==> src/rtl/axis_frame_tagger.sv <==
`default_nettype none
// +----------------------------------------------------------------------------+
// | axis_frame_tagger                                                          |
// | Re-frames a pixel stream with SOF on TUSER / EOL on TLAST, checks input    |
// | TLAST, and drives registered outputs from a two-entry skid buffer.         |
// | Revision: 1.0                                                              |
// +----------------------------------------------------------------------------+
module axis_frame_tagger #(
  parameter int DWIDTH = 32,
  parameter int WIDTH  = 8,
  parameter int HEIGHT = 1
) (
  input  logic                  ACLK,
  input  logic                  ARESET,
  input  logic                  S_AXIS_TVALID,
  output logic                  S_AXIS_TREADY,
  input  logic [DWIDTH-1:0]     S_AXIS_TDATA,
  input  logic                  S_AXIS_TLAST,
  output logic                  M_AXIS_TVALID,
  input  logic                  M_AXIS_TREADY,
  output logic [DWIDTH-1:0]     M_AXIS_TDATA,
  output logic                  M_AXIS_TLAST,
  output logic                  M_AXIS_TUSER,
  output logic [DWIDTH/8-1:0]   M_AXIS_TKEEP,
  input  logic                  clear_errors,
  output logic [31:0]           frame_count,
  output logic                  err_early_last,
  output logic                  err_missing_last
);

  localparam int c_col_w = (WIDTH > 1) ? $clog2(WIDTH) : 1;
  localparam int c_row_w = (HEIGHT > 1) ? $clog2(HEIGHT) : 1;
  localparam logic [c_col_w-1:0] c_last_col = c_col_w'(WIDTH - 1);
  localparam logic [c_row_w-1:0] c_last_row = c_row_w'(HEIGHT - 1);

  logic [c_col_w-1:0] col_q, col_d;
  logic [c_row_w-1:0] row_q, row_d;
  logic [31:0]        frame_count_q, frame_count_d;
  logic               err_early_q, err_early_d;
  logic               err_missing_q, err_missing_d;

  logic               main_valid_q, main_valid_d;
  logic [DWIDTH-1:0]  main_data_q, main_data_d;
  logic               main_last_q, main_last_d;
  logic               main_user_q, main_user_d;
  logic               skid_valid_q, skid_valid_d;
  logic [DWIDTH-1:0]  skid_data_q, skid_data_d;
  logic               skid_last_q, skid_last_d;
  logic               skid_user_q, skid_user_d;

  logic accept;
  logic main_free;
  logic at_last_col;
  logic at_last_row;
  logic early;
  logic tag_last;
  logic tag_user;

  always_comb begin
    accept      = S_AXIS_TVALID & ~skid_valid_q;
    main_free   = ~main_valid_q | M_AXIS_TREADY;
    at_last_col = (col_q == c_last_col);
    at_last_row = (row_q == c_last_row);
    early       = S_AXIS_TLAST & ~at_last_col;
    tag_last    = at_last_col | early;
    tag_user    = (col_q == '0) & (row_q == '0);

    col_d         = col_q;
    row_d         = row_q;
    frame_count_d = frame_count_q;
    err_early_d   = err_early_q;
    err_missing_d = err_missing_q;
    main_valid_d  = main_valid_q;
    main_data_d   = main_data_q;
    main_last_d   = main_last_q;
    main_user_d   = main_user_q;
    skid_valid_d  = skid_valid_q;
    skid_data_d   = skid_data_q;
    skid_last_d   = skid_last_q;
    skid_user_d   = skid_user_q;

    // An early TLAST closes the line, so framing resynchronises on it.
    if (accept) begin
      if (tag_last) begin
        col_d = '0;
        row_d = at_last_row ? '0 : row_q + c_row_w'(1);
        if (at_last_row) begin
          frame_count_d = frame_count_q + 32'd1;
        end
      end else begin
        col_d = col_q + c_col_w'(1);
      end
    end

    // Clear first so that a simultaneous new error wins.
    if (clear_errors) begin
      err_early_d   = 1'b0;
      err_missing_d = 1'b0;
    end
    if (accept & early) begin
      err_early_d = 1'b1;
    end
    if (accept & at_last_col & ~S_AXIS_TLAST) begin
      err_missing_d = 1'b1;
    end

    // Skid can only be occupied while main is, and input is blocked meanwhile.
    if (main_free) begin
      if (skid_valid_q) begin
        main_valid_d = 1'b1;
        main_data_d  = skid_data_q;
        main_last_d  = skid_last_q;
        main_user_d  = skid_user_q;
        skid_valid_d = 1'b0;
      end else begin
        main_valid_d = accept;
        if (accept) begin
          main_data_d = S_AXIS_TDATA;
          main_last_d = tag_last;
          main_user_d = tag_user;
        end
      end
    end else if (accept) begin
      skid_valid_d = 1'b1;
      skid_data_d  = S_AXIS_TDATA;
      skid_last_d  = tag_last;
      skid_user_d  = tag_user;
    end
  end

  always_ff @(posedge ACLK) begin
    if (ARESET) begin
      col_q         <= '0;
      row_q         <= '0;
      frame_count_q <= '0;
      err_early_q   <= 1'b0;
      err_missing_q <= 1'b0;
      main_valid_q  <= 1'b0;
      main_data_q   <= '0;
      main_last_q   <= 1'b0;
      main_user_q   <= 1'b0;
      skid_valid_q  <= 1'b0;
      skid_data_q   <= '0;
      skid_last_q   <= 1'b0;
      skid_user_q   <= 1'b0;
    end else begin
      col_q         <= col_d;
      row_q         <= row_d;
      frame_count_q <= frame_count_d;
      err_early_q   <= err_early_d;
      err_missing_q <= err_missing_d;
      main_valid_q  <= main_valid_d;
      main_data_q   <= main_data_d;
      main_last_q   <= main_last_d;
      main_user_q   <= main_user_d;
      skid_valid_q  <= skid_valid_d;
      skid_data_q   <= skid_data_d;
      skid_last_q   <= skid_last_d;
      skid_user_q   <= skid_user_d;
    end
  end

  assign S_AXIS_TREADY    = ~skid_valid_q;
  assign M_AXIS_TVALID    = main_valid_q;
  assign M_AXIS_TDATA     = main_data_q;
  assign M_AXIS_TLAST     = main_last_q;
  assign M_AXIS_TUSER     = main_user_q;
  assign M_AXIS_TKEEP     = '1;
  assign frame_count      = frame_count_q;
  assign err_early_last   = err_early_q;
  assign err_missing_last = err_missing_q;

endmodule
`default_nettype wire

==> config.mk <==
export PLATFORM = sky130hd
export DESIGN_NAME = axis_frame_tagger
export DESIGN_NICKNAME = d
export VERILOG_FILES = /design/src/rtl/axis_frame_tagger.sv
export SDC_FILE = /design/constraint.sdc
export NUM_CORES = 1
export LEC_CHECK = 0
export ABC_AREA = 0
export BUFFER_PORTS_ARGS = -buffer_cell sky130_fd_sc_hd__buf_2
export CAP_MARGIN = 5
export CORE_MARGIN = 2
export CORE_UTILIZATION = 53
export DETAILED_ROUTE_END_ITERATION = 6
export PLACE_DENSITY = 0.91
export SYNTH_ARGS = -nofsm -noshare
export SYNTH_HDL_FRONTEND = slang
export SYNTH_SLANG_ARGS = --single-unit
==> constraint.sdc <==
create_clock -name ACLK -period 2.4 [get_ports ACLK]
set_clock_uncertainty 0.1 [all_clocks]
set_input_delay 0.24 -clock ACLK [delete_from_list [all_inputs] [get_ports ACLK]]
set_output_delay 0.24 -clock ACLK [all_outputs]
set_load 0.005 [all_outputs]
# Word-level counts from Yosys, hierarchy flattened
# Index checks and enable logic that the tools add are counted.
# word_totals
ff_bits	108
word_cells	52
# op_classes
n_bitwise	14
reduce_logical	9
eq_ne	1
muxes	12
n_addsub	3
# op_table
cell	count
two-way mux 32 bit	2
adder 32 x 1 -> 32 bit (second input constant)	1
two-way mux 1 bit	9
AND 1 bit	6
inverter 1 bit	6
AND reduction 2 bit	3
nonzero test 2 bit	3
adder 3 x 1 -> 3 bit (second input constant)	1
== test 3 bit (second input constant)	1
zero test 3 bit	1
two-way mux 3 bit	1
AND reduction 3 bit	1
OR 1 bit	2
OR reduction 2 bit	1
adder 1 bit (second input constant)	1

# Depth between registers and ports, before layout
# logic_depth
word_depth	6
ltp_mapped	8

# Worst setup path after synthesis
# Ideal clock, no wire load.
# synth_path
path_kind	register -> register
startpoint	register col_q[0]
endpoint	register frame_count_q[30], in the netlist frame_count[30]
stages_incl_launch_ff	8
path_slack_ns	0.179
setup_ns	0.121
period_less_slack_ns	2.221
t_arrival_ns	2.000
cell_sequence	dfxtp_1 > ha_1 > ha_1 > o21ai_2 > or4_1 > clkbuf_1 > nor4_1 > mux2_2
# synth_via
elab_chain_len	5
# synth_rtl
element	line	rtl
start, declared	36	logic [c_col_w-1:0] col_q, col_d;
start signal, assigned	147	col_q <= col_d;
== test 3 bit *	62	at_last_col = (col_q == c_last_col);
inverter 1 bit	64	early = S_AXIS_TLAST & ~at_last_col;
AND 1 bit	64	
OR 1 bit *	65	tag_last = at_last_col | early;
AND reduction 3 bit (no line) *	-	
end signal, assigned	149	frame_count_q <= frame_count_d;
end, declared	38	logic [31:0] frame_count_q, frame_count_d;
# Mark *: on every way between the ends. The rest lies on a longest branch, timed or not.
# A chain may end at the register's enable or synchronous reset.

# Worst setup path in the final report
# layout_path
startpoint	register col_q[1]
endpoint	register frame_count_q[27], in the netlist frame_count[27]
# Same word-level chain as after synthesis.

==> impl_metrics.csv <==
group,metric,value,unit
clock_network,cts_root_buffer,"clkbuf_8",
critical_path,r2r_slack,0.05,ns
sta,min_period,2.35,ns
clock_network,clock_latency,0.37,ns
sta,fin_crit_sh,97.7,%
placed_design,placed_area,5240,sq um
global_route,grt_pass1_vias,3966,
global_route,overflow,0,
sta,tightest_slew,0.714,ns
clock_network,cts_tree,"yes",
outcome,outcome,"completed",
sta,rsz0062_at_grt,"true",
sta,setup_violations,0,
final_layout,multiInputGateArea,2320,sq um
logic_synthesis,async_flop_share,0,%
critical_path,slowest_delay,0.47,ns
floorplan,die_x,97.4,um
floorplan,fp.dieH,97.4,um
clock_network,ctsHtreeMaxLevel,3,
final_layout,fill_cells,735,
critical_path,path_cells,"ha_1 > ha_1 > buf_4 > o21a_1 > nand3_1 > nor4_1 > mux2_1",
clock_network,numCtsBuffers,9,
final_layout,drive_gt1_share,24.2,%
clock_network,cts.path.max_buffers,2,
logic_synthesis,seq_area_frac_synth,46.4,%
final_layout,fin_area,5470,sq um
power,ir_drop,0.380,mV
logic_synthesis,yosys.area.top_type,"dfxtp_1",
critical_path,cp_common_cell,"ha_1",
power,combPwrFrac,10.0,%
critical_path,critical_path.max_fanout,9,
drt,vias_per_cell,5.60,
critical_path,cp.required,2.57,ns
critical_path,endpoint_kind,"flip-flop",
flow_run,maxCapViolCount,0,
power,sw_frac_of_total,26.7,%
floorplan,rows,34,
critical_path,criticalPathCategory,"flip-flop to flip-flop",
logic_synthesis,yosysWarnings,0,
logic_synthesis,ys.flop_type,"dfxtp_1",
floorplan,start_util,53.8,%
min_path,hold_depth,3,
global_route,grt_usage,22.6,%
min_path,min_from,"S_AXIS_TDATA[30]",
floorplan,ios,112,
critical_path,r2r_start,"col_q[1]$_SDFFE_PP0N_",
logic_synthesis,synth.area.top_cells,"dfxtp_1, mux2i_1, nand2_1, a21oi_1, a211oi_1",
clock_network,clkSinkCount,107,
drt,vias,4167,
sta,clock.fmax,426,MHz
global_route,grt_pass1_wl,18.0,mm
clock_network,clk_pin_slew,0.11,ns
critical_path,rr_worst_depth,7,
placed_design,dp.final_hpwl,7.39,mm
critical_path,path_buf_inv,1,
final_layout,insertedDiodeCount,0,
critical_path,slowest_stage,"nor4_1",
sta,slew_headroom,52.4,%
critical_path,critPathArrivalTime,2.51,ns
floorplan,dieArea,9480,sq um
logic_synthesis,synth_area,4620,sq um
power,powerDensity,595,nW/um^2
logic_synthesis,post-synth-top-count-cell,"dfxtp_1",
drt,drt-wirelength-per-cell,14.6,um
global_route,antenna_found_initial,0,
sta,hold_violations,0,
floorplan,core-area,8590,sq um
power,p_leak,0.00212,uW
power,power_switching,870,uW
logic_synthesis,synth_cell_types,40,
critical_path,r2r_end,"frame_count[27]$_SDFFE_PP0P_",
drt,drc,0,
power,p_clk_share,32.2,%
power,seq_power_share,57.8,%
drt,ant_nets,0,
global_route,grt_max_degree,72,
min_path,worst_hold_path_type,"input pin to flip-flop",
critical_path,startpoint_type,"flip-flop",
min_path,hold_end,"skid_data_q[30]$_SDFFE_PP0P_",
final_layout,nets,673,
final_layout,seq_area,2150,sq um
drt,drt_iter0_drc,282,
logic_synthesis,synth_cells,540,
critical_path,crit_family,"simple AND/OR/NAND/NOR gates",
drt,dr.pass1.iters,5,
placed_design,io_buffers,107,
logic_synthesis,avgSynthCellArea,8.56,sq um
logic_synthesis,synth_edf_count,0,
power,power.internal,2390,uW
logic_synthesis,ys_ff_latch,107,
placed_design,place_congestion,0.810,
sta,hold_slack,0.0113,ns
logic_synthesis,yosys-top-cells-count,"dfxtp_1, nand2_1, nor2_1, a21oi_1, a211oi_1",
drt,routed_wl,10.9,mm
sta,maxSlewViolCount,0,
final_layout,syn_to_final_growth,18.3,%
logic_synthesis,synth.top_cell.area_share,46.4,%
## cells in the final DEF (no fill, tap or decap), types with 3 or more instances in the layout
master / Yosys / layout
dfxtp_2: 0 / 3
buf_2: 6 / 106
a211oi_1: 34 / 34
and3_1: 3 / 3
nand4_1: 9 / 9
clkbuf_8: 0 / 9
or3_1: 5 / 5
nor4_1: 13 / 12
nand3_1: 6 / 6
nand3b_1: 3 / 3
mux2_2: 6 / 6
inv_1: 3 / 3
nor3_1: 3 / 3
nor2_1: 61 / 59
nor2b_1: 12 / 12
o21ai_0: 5 / 5
mux2i_1: 33 / 33
mux2_1: 4 / 4
a21oi_1: 52 / 52
xnor2_1: 5 / 5
nand2b_1: 4 / 4
conb_1: 1 / 4
or2_2: 4 / 4
nand2_1: 86 / 85
dfxtp_1: 107 / 104
or4_1: 11 / 11
o31ai_1: 8 / 8
ha_1: 4 / 4
buf_4: 4 / 10
## metal layers
layer | GRT usage (%) | part of all wire (%)
met5 | 0 | 0
met4 | 8.01 | 2.5
met3 | 5.25 | 5.8
met2 | 38.5 | 49
met1 | 28.0 | 43
## power groups by stage
stage          registers (uW)  logic, uW  clock network (uW)
2_1_floorplan            1920        182                   0
3_3_place_gp             1920        308                   0
3_5_place_dp             1920        323                   0
4_1_cts                  1880        327                1060
5_1_grt                  1890        365                1130
6_report                 1880        326                1050
## stage by stage
stage	setup WS [ns]	TNS (ns)	total power (uW)	util [%]	cells
CTS	0.00680	0	3270	63.5	744
floorplan	0.179	0	2100	-	543
detailed placement	-0.0120	-0.0120	2240	61.0	726
global route	-0.0134	-0.0278	3390	63.6	744
global placement	0.116	0	2230	61.0	726
finish	0.0547	0	3260	63.6	744
## worst max-delay path by stage
| stage | startpoint | endpoint | slack [ns] | cells after the start |
|---|---|---|---|---|
| after global routing | col_q[0]$_SDFFE_PP0N_ | frame_count[31]$_SDFFE_PP0P_ | -0.01 | 7 |
| after detailed placement | col_q[1]$_SDFFE_PP0N_ | frame_count[30]$_SDFFE_PP0P_ | -0.01 | 7 |
| after CTS | col_q[1]$_SDFFE_PP0N_ | frame_count[30]$_SDFFE_PP0P_ | 0.007 | 7 |
| after global placement | col_q[0]$_SDFFE_PP0N_ | frame_count[30]$_SDFFE_PP0P_ | 0.12 | 7 |
| after floorplan | col_q[0]$_SDFFE_PP0N_ | frame_count[30]$_SDFFE_PP0P_ | 0.18 | 7 |
| final | col_q[1]$_SDFFE_PP0N_ | frame_count[27]$_SDFFE_PP0P_ | 0.05 | 7 |
## state kept, by name, indices dropped and copies added, names as in the netlist
signal            flops
M_AXIS_TDATA         32
frame_count          32
skid_data_q          32
col_q                 3
M_AXIS_TLAST          1
M_AXIS_TUSER          1
M_AXIS_TVALID         1
err_early_last        1
err_missing_last      1
skid_last_q           1
skid_user_q           1
skid_valid_q          1
## worst reg2reg max path: stages (launching register included)
cell     delay, ns
dfxtp_2       0.35
ha_1          0.16
ha_1          0.21
buf_4         0.15
o21a_1        0.16
nand3_1       0.30
nor4_1        0.48
mux2_1        0.35
## cells by family (layout without fill, tap and decap cells)
kind of cell | count (synthesis) | after routing | synth area share, %
flops | 107 | 107 | 46.4
mux | 43 | 43 | 9.59
compound gates | 107 | 107 | 14.5
fa+ha+maj | 4 | 4 | 1.08
other cells | 1 | 4 | 0.0812
simple gates | 225 | 225 | 22.9
buf+inv | 46 | 139 | 4.22
xor+xnor | 7 | 7 | 1.33
## what timing repair did
item                                   CTS  global route
hold buffers                             2             0
pin swaps                                0             0
resized for setup                        1             4
buffers inserted                         0             0
setup endpoints to repair                1             9
endpoints found under the hold margin    2             0
## cell type report
cell class	instances	area share (%)
clock buffer	10	2.33
clock inverter	6	1.10
inverter	3	0.206
multi-input combinational	390	42.5
sequential	107	39.2
tap	108	2.47
timing repair buffer	120	12.2
Note: power is estimated with default switching activity, not from simulation.
